--- src/rtl/dmem_arb_pkg.sv ---
// Shared types and constants for the data-RAM arbiter.
// Holds the FSM state encoding, RAM geometry, burst limits and the access check.
package dmem_arb_pkg;

    typedef enum logic [1:0] {
        IDLE    = 2'd0,
        P0_ACC  = 2'd1,
        P1_BEAT = 2'd2,
        P1_DONE = 2'd3
    } arb_state_e;

    localparam int unsigned DMEM_DEPTH_WORDS = 102;
    localparam int unsigned DMEM_MAX_BURST   = 16;
    localparam int unsigned WIDX_LO          = 2;
    localparam int unsigned WIDX_HI          = 13;
    localparam int unsigned WIDX_W           = WIDX_HI - WIDX_LO + 1;
    localparam int unsigned LEN_W            = 5;

    // A word access is legal when it is aligned, its index is in range,
    // and no address bit above the index field is set.
    function automatic logic addr_ok(input logic [1:0]        byte_off,
                                     input logic [WIDX_W-1:0] widx,
                                     input logic              upper_nz,
                                     input int unsigned       depth);
        return (byte_off == 2'b00) && (32'(widx) < depth) && !upper_nz;
    endfunction

endpackage

--- src/rtl/dmem_burst_ctr.sv ---
// Burst sequencer: loadable beat down-counter plus word-address incrementer.
// Flags the final beat and a current beat address that falls outside the RAM.
module dmem_burst_ctr
    import dmem_arb_pkg::*;
#(
    parameter int unsigned AW          = 32,
    parameter int unsigned DEPTH_WORDS = DMEM_DEPTH_WORDS,
    parameter int unsigned MAX_BURST   = DMEM_MAX_BURST
) (
    input  logic             clk,
    input  logic             rst,
    input  logic             load_i,
    input  logic [AW-1:0]    addr_i,
    input  logic [LEN_W-1:0] len_i,
    input  logic             step_i,
    output logic [AW-1:0]    addr_o,
    output logic             last_o,
    output logic             ovf_o
);

    logic [AW-1:0]    addr_q, addr_d;
    logic [LEN_W-1:0] beats_q, beats_d;
    logic [LEN_W-1:0] len_clamped;

    // A zero length still moves one word; oversize lengths saturate.
    always_comb begin
        len_clamped = len_i;
        if (len_i == '0) begin
            len_clamped = LEN_W'(1);
        end else if (32'(len_i) > MAX_BURST) begin
            len_clamped = LEN_W'(MAX_BURST);
        end
    end

    always_comb begin
        addr_d  = addr_q;
        beats_d = beats_q;
        if (load_i) begin
            addr_d  = addr_i;
            beats_d = len_clamped;
        end else if (step_i) begin
            addr_d  = addr_q + AW'(4);
            beats_d = beats_q - LEN_W'(1);
        end
    end

    always_ff @(posedge clk or posedge rst) begin
        if (rst) begin
            addr_q  <= '0;
            beats_q <= '0;
        end else begin
            addr_q  <= addr_d;
            beats_q <= beats_d;
        end
    end

    assign addr_o = addr_q;
    assign last_o = (beats_q == LEN_W'(1));
    assign ovf_o  = !addr_ok(addr_q[1:0], addr_q[WIDX_HI:WIDX_LO],
                             |addr_q[AW-1:WIDX_HI+1], DEPTH_WORDS);

endmodule

--- src/rtl/dmem_arbiter.sv ---
// Two-port arbiter for the single-port data RAM: CPU single-word port 0 and
// burst port 1, round-robin on ties, with registered read return on both ports.
module dmem_arbiter
    import dmem_arb_pkg::*;
#(
    parameter int unsigned DW          = 32,
    parameter int unsigned AW          = 32,
    parameter int unsigned DEPTH_WORDS = DMEM_DEPTH_WORDS,
    parameter int unsigned MAX_BURST   = DMEM_MAX_BURST
) (
    input  logic             clk,
    input  logic             rst,
    input  logic             m0_req,
    input  logic             m0_we,
    input  logic [AW-1:0]    m0_addr,
    input  logic [DW-1:0]    m0_wdata,
    output logic             m0_gnt,
    output logic             m0_rvalid,
    output logic [DW-1:0]    m0_rdata,
    output logic             m0_err,
    input  logic             m1_req,
    input  logic             m1_we,
    input  logic [AW-1:0]    m1_addr,
    input  logic [LEN_W-1:0] m1_len,
    input  logic [DW-1:0]    m1_wdata,
    output logic             m1_wready,
    output logic             m1_rvalid,
    output logic [DW-1:0]    m1_rdata,
    output logic             m1_done,
    output logic             m1_err,
    output logic             ram_we,
    output logic [AW-1:0]    ram_a,
    output logic [DW-1:0]    ram_wd,
    input  logic [DW-1:0]    ram_rd
);

    arb_state_e    state_q, state_d;
    logic          last_grant_q, last_grant_d;
    logic          p0_we_q, p0_we_d;
    logic [AW-1:0] p0_addr_q, p0_addr_d;
    logic [DW-1:0] p0_wdata_q, p0_wdata_d;
    logic          m1_we_q, m1_we_d;
    logic          abort_q, abort_d;
    logic          m0_rvalid_q, m0_rvalid_d;
    logic [DW-1:0] m0_rdata_q, m0_rdata_d;
    logic          m1_rvalid_q, m1_rvalid_d;
    logic [DW-1:0] m1_rdata_q, m1_rdata_d;

    logic          ctr_load, ctr_step, ctr_last, ctr_bad;
    logic [AW-1:0] cur_addr;
    logic          p0_ok, grant0, grant1;

    dmem_burst_ctr #(
        .AW          (AW),
        .DEPTH_WORDS (DEPTH_WORDS),
        .MAX_BURST   (MAX_BURST)
    ) u_burst_ctr (
        .clk    (clk),
        .rst    (rst),
        .load_i (ctr_load),
        .addr_i (m1_addr),
        .len_i  (m1_len),
        .step_i (ctr_step),
        .addr_o (cur_addr),
        .last_o (ctr_last),
        .ovf_o  (ctr_bad)
    );

    assign p0_ok  = addr_ok(p0_addr_q[1:0], p0_addr_q[WIDX_HI:WIDX_LO],
                            |p0_addr_q[AW-1:WIDX_HI+1], DEPTH_WORDS);
    // On a tie the port that did not win last time is served.
    assign grant0 = m0_req && (!m1_req || last_grant_q);
    assign grant1 = m1_req && (!m0_req || !last_grant_q);

    always_comb begin
        state_d      = state_q;
        last_grant_d = last_grant_q;
        p0_we_d      = p0_we_q;
        p0_addr_d    = p0_addr_q;
        p0_wdata_d   = p0_wdata_q;
        m1_we_d      = m1_we_q;
        abort_d      = abort_q;
        m0_rvalid_d  = 1'b0;
        m0_rdata_d   = m0_rdata_q;
        m1_rvalid_d  = 1'b0;
        m1_rdata_d   = m1_rdata_q;
        ctr_load     = 1'b0;
        ctr_step     = 1'b0;
        m0_gnt       = 1'b0;
        m0_err       = 1'b0;
        m1_wready    = 1'b0;
        m1_done      = 1'b0;
        m1_err       = 1'b0;
        ram_we       = 1'b0;
        ram_a        = '0;
        ram_wd       = '0;

        case (state_q)
            IDLE: begin
                if (grant0) begin
                    state_d    = P0_ACC;
                    p0_we_d    = m0_we;
                    p0_addr_d  = m0_addr;
                    p0_wdata_d = m0_wdata;
                end else if (grant1) begin
                    state_d  = P1_BEAT;
                    m1_we_d  = m1_we;
                    abort_d  = 1'b0;
                    ctr_load = 1'b1;
                end
            end
            P0_ACC: begin
                ram_a        = p0_addr_q;
                ram_wd       = p0_wdata_q;
                ram_we       = p0_we_q & p0_ok;
                m0_gnt       = 1'b1;
                m0_err       = !p0_ok;
                if (!p0_we_q && p0_ok) begin
                    m0_rvalid_d = 1'b1;
                    m0_rdata_d  = ram_rd;
                end
                last_grant_d = 1'b0;
                state_d      = IDLE;
            end
            P1_BEAT: begin
                ram_a = cur_addr;
                if (m1_we_q) begin
                    ram_wd = m1_wdata;
                end
                // An illegal beat address ends the burst without touching RAM.
                if (ctr_bad) begin
                    abort_d = 1'b1;
                    state_d = P1_DONE;
                end else begin
                    ctr_step = 1'b1;
                    if (m1_we_q) begin
                        ram_we    = 1'b1;
                        m1_wready = 1'b1;
                    end else begin
                        m1_rvalid_d = 1'b1;
                        m1_rdata_d  = ram_rd;
                    end
                    if (ctr_last) begin
                        state_d = P1_DONE;
                    end
                end
            end
            P1_DONE: begin
                m1_done      = 1'b1;
                m1_err       = abort_q;
                last_grant_d = 1'b1;
                state_d      = IDLE;
            end
            default: state_d = IDLE;
        endcase
    end

    always_ff @(posedge clk or posedge rst) begin
        if (rst) begin
            state_q      <= IDLE;
            last_grant_q <= 1'b1;
            p0_we_q      <= 1'b0;
            p0_addr_q    <= '0;
            p0_wdata_q   <= '0;
            m1_we_q      <= 1'b0;
            abort_q      <= 1'b0;
            m0_rvalid_q  <= 1'b0;
            m0_rdata_q   <= '0;
            m1_rvalid_q  <= 1'b0;
            m1_rdata_q   <= '0;
        end else begin
            state_q      <= state_d;
            last_grant_q <= last_grant_d;
            p0_we_q      <= p0_we_d;
            p0_addr_q    <= p0_addr_d;
            p0_wdata_q   <= p0_wdata_d;
            m1_we_q      <= m1_we_d;
            abort_q      <= abort_d;
            m0_rvalid_q  <= m0_rvalid_d;
            m0_rdata_q   <= m0_rdata_d;
            m1_rvalid_q  <= m1_rvalid_d;
            m1_rdata_q   <= m1_rdata_d;
        end
    end

    assign m0_rvalid = m0_rvalid_q;
    assign m0_rdata  = m0_rdata_q;
    assign m1_rvalid = m1_rvalid_q;
    assign m1_rdata  = m1_rdata_q;

endmodule

--- config.mk ---
export PLATFORM = sky130hd
export DESIGN_NAME = dmem_arbiter
export DESIGN_NICKNAME = d
export VERILOG_FILES = /design/src/rtl/dmem_arb_pkg.sv /design/src/rtl/dmem_burst_ctr.sv /design/src/rtl/dmem_arbiter.sv
export SDC_FILE = /design/constraint.sdc
export NUM_CORES = 1
export LEC_CHECK = 0
export CORE_ASPECT_RATIO = 0.9
export CORE_MARGIN = 2
export CORE_UTILIZATION = 27
export DETAILED_ROUTE_END_ITERATION = 12
export DONT_BUFFER_PORTS = 1
export SYNTH_ARGS = -nofsm -noshare
export SYNTH_HDL_FRONTEND = slang
export SYNTH_SLANG_ARGS = --single-unit
export TNS_END_PERCENT = 50
--- constraint.sdc ---
create_clock -name clk -period 10.9 [get_ports clk]
set_input_delay 1.635 -clock clk [delete_from_list [all_inputs] [get_ports clk]]
set_output_delay 1.635 -clock clk [all_outputs]
set_load 0.02 [all_outputs]
==> flow_metrics.env <==
export IMPL_max_freq_mhz=210.2
export IMPL_ys_seq_area_frac=0.5213
export IMPL_critical_path_endpoint_type="output pin"
export IMPL_cts_hold_buf=0
export IMPL_numCtsBuffers=17
export IMPL_ys_ff_latch=173
export IMPL_synth_edf_count=0
export IMPL_required_ps=9270
export IMPL_status="finished clean"
export IMPL_synth_cell_type_count=47
export IMPL_worst_slew_pin_transition_ps=1003
export IMPL_n_fill_cell=3019
export IMPL_io_buffers=0
export IMPL_syn_inst=677
export IMPL_setup_ws_ps=6142
export IMPL_dpl_worst_slack_ps=6509
export IMPL_clk_latency_ps=430
export IMPL_ctsHtreeMaxLevel=4
export IMPL_synth_area_per_cell_sq_um=12.27
export IMPL_leakage_uw=0.003948
export IMPL_utilization=0.3080
export IMPL_grt_ovfl_total=0
export IMPL_fin_tns_setup_ps=0
export IMPL_clock_sinks=173
export IMPL_ant_nets=0
export IMPL_cp_start_kind="flop"
export IMPL_clockBufferDepth=2
export IMPL_die_width_um=188.9
export IMPL_min_from="p0_we_q"
export IMPL_timing_rr_start="state_q[1]"
export IMPL_grt_pass1_vias=5442
export IMPL_gp_congestion=0.7916
export IMPL_cp_data_arrival_time_ps=3120
export IMPL_start_util=0.2759
export IMPL_finalHoldViolCount=0
export IMPL_clkPwrFrac=0.247
export IMPL_cts_tree="done"
export IMPL_period_needed_ps=4758
export IMPL_setup_viol_count_final=0
export IMPL_r2r_end="m0_rdata[24]"
export IMPL_antenna_found_initial=1
export IMPL_rsz0062_at_grt="no"
export IMPL_timing_final_crit_share=0.4365
export IMPL_p_per_area_nw_per_um2=281.6
export IMPL_rr_worst_depth=5
export IMPL_syn2layout_area_growth_pct=11.63
export IMPL_placed_cells=1044
export IMPL_nNetsFinal=839
export IMPL_grt_util_all_layers=0.1393
export IMPL_holdPathEnd="m0_rvalid"
export IMPL_slew_headroom=0.3313
export IMPL_maxCapViolations=0
export IMPL_ys_async_sr_fraction=1.000
export IMPL_io_pins=307
export IMPL_die_area_sq_um=32190
export IMPL_drive_gt1_frac=0.2738
export IMPL_drtIter0Drc=163
export IMPL_grt_first_pass_wirelength_mm=33.71
export IMPL_die_h_um=170.4
export IMPL_post_cts_buffers=0
export IMPL_synth_ff_type="dfrtp_1"
export IMPL_dp_hpwl_mm=16.06
export IMPL_cts_clk_slew_worst_paths_ps=70
export IMPL_irDropWorstVdd_uv=137.6
export IMPL_layout_cells_non_filler=1076
export IMPL_min_path_type="reg2reg"
export IMPL_wl_per_cell_um=21.13
export IMPL_p_int_uw=1608
export IMPL_p_comb_frac=0.353
export IMPL_cts_resized=0
export IMPL_synth_nets=856
export IMPL_hold_path_depth=1
export IMPL_core_area_sq_um=30100
export IMPL_clock_skew_ps=15.72
export IMPL_route_detailed_drc=0
export IMPL_fp_row_count=60
export IMPL_p_sw_frac=0.3841
export IMPL_drt_pre_antenna_iters=7
export IMPL_vias=5187
export IMPL_wirelength_mm=22.73
export IMPL_worstPathMaxFanout=11
export IMPL_cts_root_buf="clkbuf_16"
export IMPL_grt_max_degree=100
export IMPL_synth_area_sq_um=8307
export IMPL_via_per_inst=4.821
export IMPL_crit_type="reg2out"
export IMPL_yosys_warnings=0
export IMPL_reg2reg_slack_ps=7960
export IMPL_finalMaxSlewViolations=0
export IMPL_p_sw_uw=1003
export IMPL_p_seq_frac=0.400
## cells in the final DEF, fill, tap and decap left out, drive strengths merged, types with 2 or more instances in the layout
master and count:
dfrtp 172, mux2 129, nand2 89, a22oi 64
nor2b 64, clkbuf 20, nor4 14, inv 12
nor2 11, xnor2 9, a21oi 9, o21ai 8
buf 8, nor3 8, ha 8, nand4 5
and2 4, nand3 4, nor4b 4, and3 3
clkinvlp 3, bufinv 3, o22ai 2, mux2i 2
a21o 2, clkinv 2
## cells in the mapped netlist, drive strengths merged (2+ instances only)
| cell | n | share of area |
|---|---|---|
| and2 | 4 | 0.0030 |
| o21ai | 8 | 0.0048 |
| nor3 | 8 | 0.0062 |
| nor4 | 14 | 0.016 |
| mux2 | 129 | 0.20 |
| clkbuf | 29 | 0.013 |
| nor2b | 64 | 0.048 |
| a22oi | 64 | 0.058 |
| nor4b | 4 | 0.0075 |
| ha | 8 | 0.012 |
| xnor2 | 9 | 0.0095 |
| inv | 9 | 0.0041 |
| nor2 | 11 | 0.0053 |
| a21o | 2 | 0.0018 |
| nand3 | 4 | 0.0039 |
| nand4 | 5 | 0.0038 |
| o22ai | 2 | 0.0015 |
| nand2 | 89 | 0.040 |
| dfrtp | 172 | 0.52 |
| buf | 15 | 0.014 |
| mux2i | 2 | 0.0024 |
| a21oi | 9 | 0.0054 |
| and3 | 3 | 0.0023 |
## registers in the layout, indices dropped and copies added, names as in the netlist, 2 cells and up
register and flops:
state_q 2, p0_addr_q 32, u_burst_ctr.beats_q 5, u_burst_ctr.addr_o 32, m0_rdata 32, m1_rdata 32, p0_wdata_q 32
## per-layer routing
metal	vias to the layer above	part of all wire	global-route usage
met5	-	0	0
met4	0	0.011	0.04008
met3	16	0.11	0.07156
met2	246	0.48	0.2271
met1	2581	0.40	0.1603
li1	2344	-	-
## cell families (layout without fill, tap and decap cells)
logic type                 count (synthesis)  in the layout  synth area share
AOI/OAI and AO/OA                         93             93           0.08134
and+or+nand+nor                          210            210            0.1408
other                                      0              1                 0
xor gates and xnor gates                   9              9          0.009490
buffers and inverters                     53             48           0.03103
muxes                                    131            131            0.2039
DFF                                      173            173            0.5213
adders and majority gates                  8              8           0.01205
## power groups by stage
stage,registers (uW),logic [uW],clock network [uW]
2_1_floorplan,988,778,0
3_3_place_gp,1050,927,0
3_5_place_dp,1050,936,0
4_1_cts,1040,939,669
5_1_grt,1070,1020,696
6_report,1040,922,646
## worst max-delay path by stage
stage | start | to | slack [ps] | cells past startpoint
5_1_grt | u_burst_ctr.addr_o[9] | ram_we | 5790 | 5
3_3_place_gp | u_burst_ctr.addr_o[15] | ram_we | 6510 | 5
2_1_floorplan | rst | abort_q | 4580 | 1
3_5_place_dp | u_burst_ctr.addr_o[15] | ram_we | 6510 | 5
6_report | u_burst_ctr.addr_o[16] | ram_we | 6140 | 5
4_1_cts | u_burst_ctr.addr_o[15] | ram_we | 6030 | 5
## critical path, stage by stage, from the launching register on
cell and delay (ps):
dfrtp_1 410, nor4_1 330, nand4_1 610, nor3_4 530, and2_1 450, o21a_1 360
## metrics by stage
| stage | hold slack, ps | total power (uW) | cell area [sq um] |
|---|---|---|---|
| after global placement | 459.5 | 1978 | 8657 |
| after floorplan | 439.3 | 1766 | 8307 |
| after CTS | 479.6 | 2652 | 9270 |
| after detailed placement | 467.7 | 1991 | 8657 |
| final | 484.6 | 2611 | 9273 |
| after global routing | 513.8 | 2784 | 9273 |
## layout make-up
cell class	instances	area (sq um)	share of cell area
flip-flops and latches	173	4330	0.4670
multi-input cells	451	3724	0.4016
well taps	403	504.2	0.05438
clock buffers	20	456.7	0.04925
clock inverters	11	156.4	0.01687
repair buffers	8	60.06	0.006477
inverters	9	38.79	0.004183
diodes	1	2.502	0.0002699
Note: power is estimated with default switching activity, not from simulation.
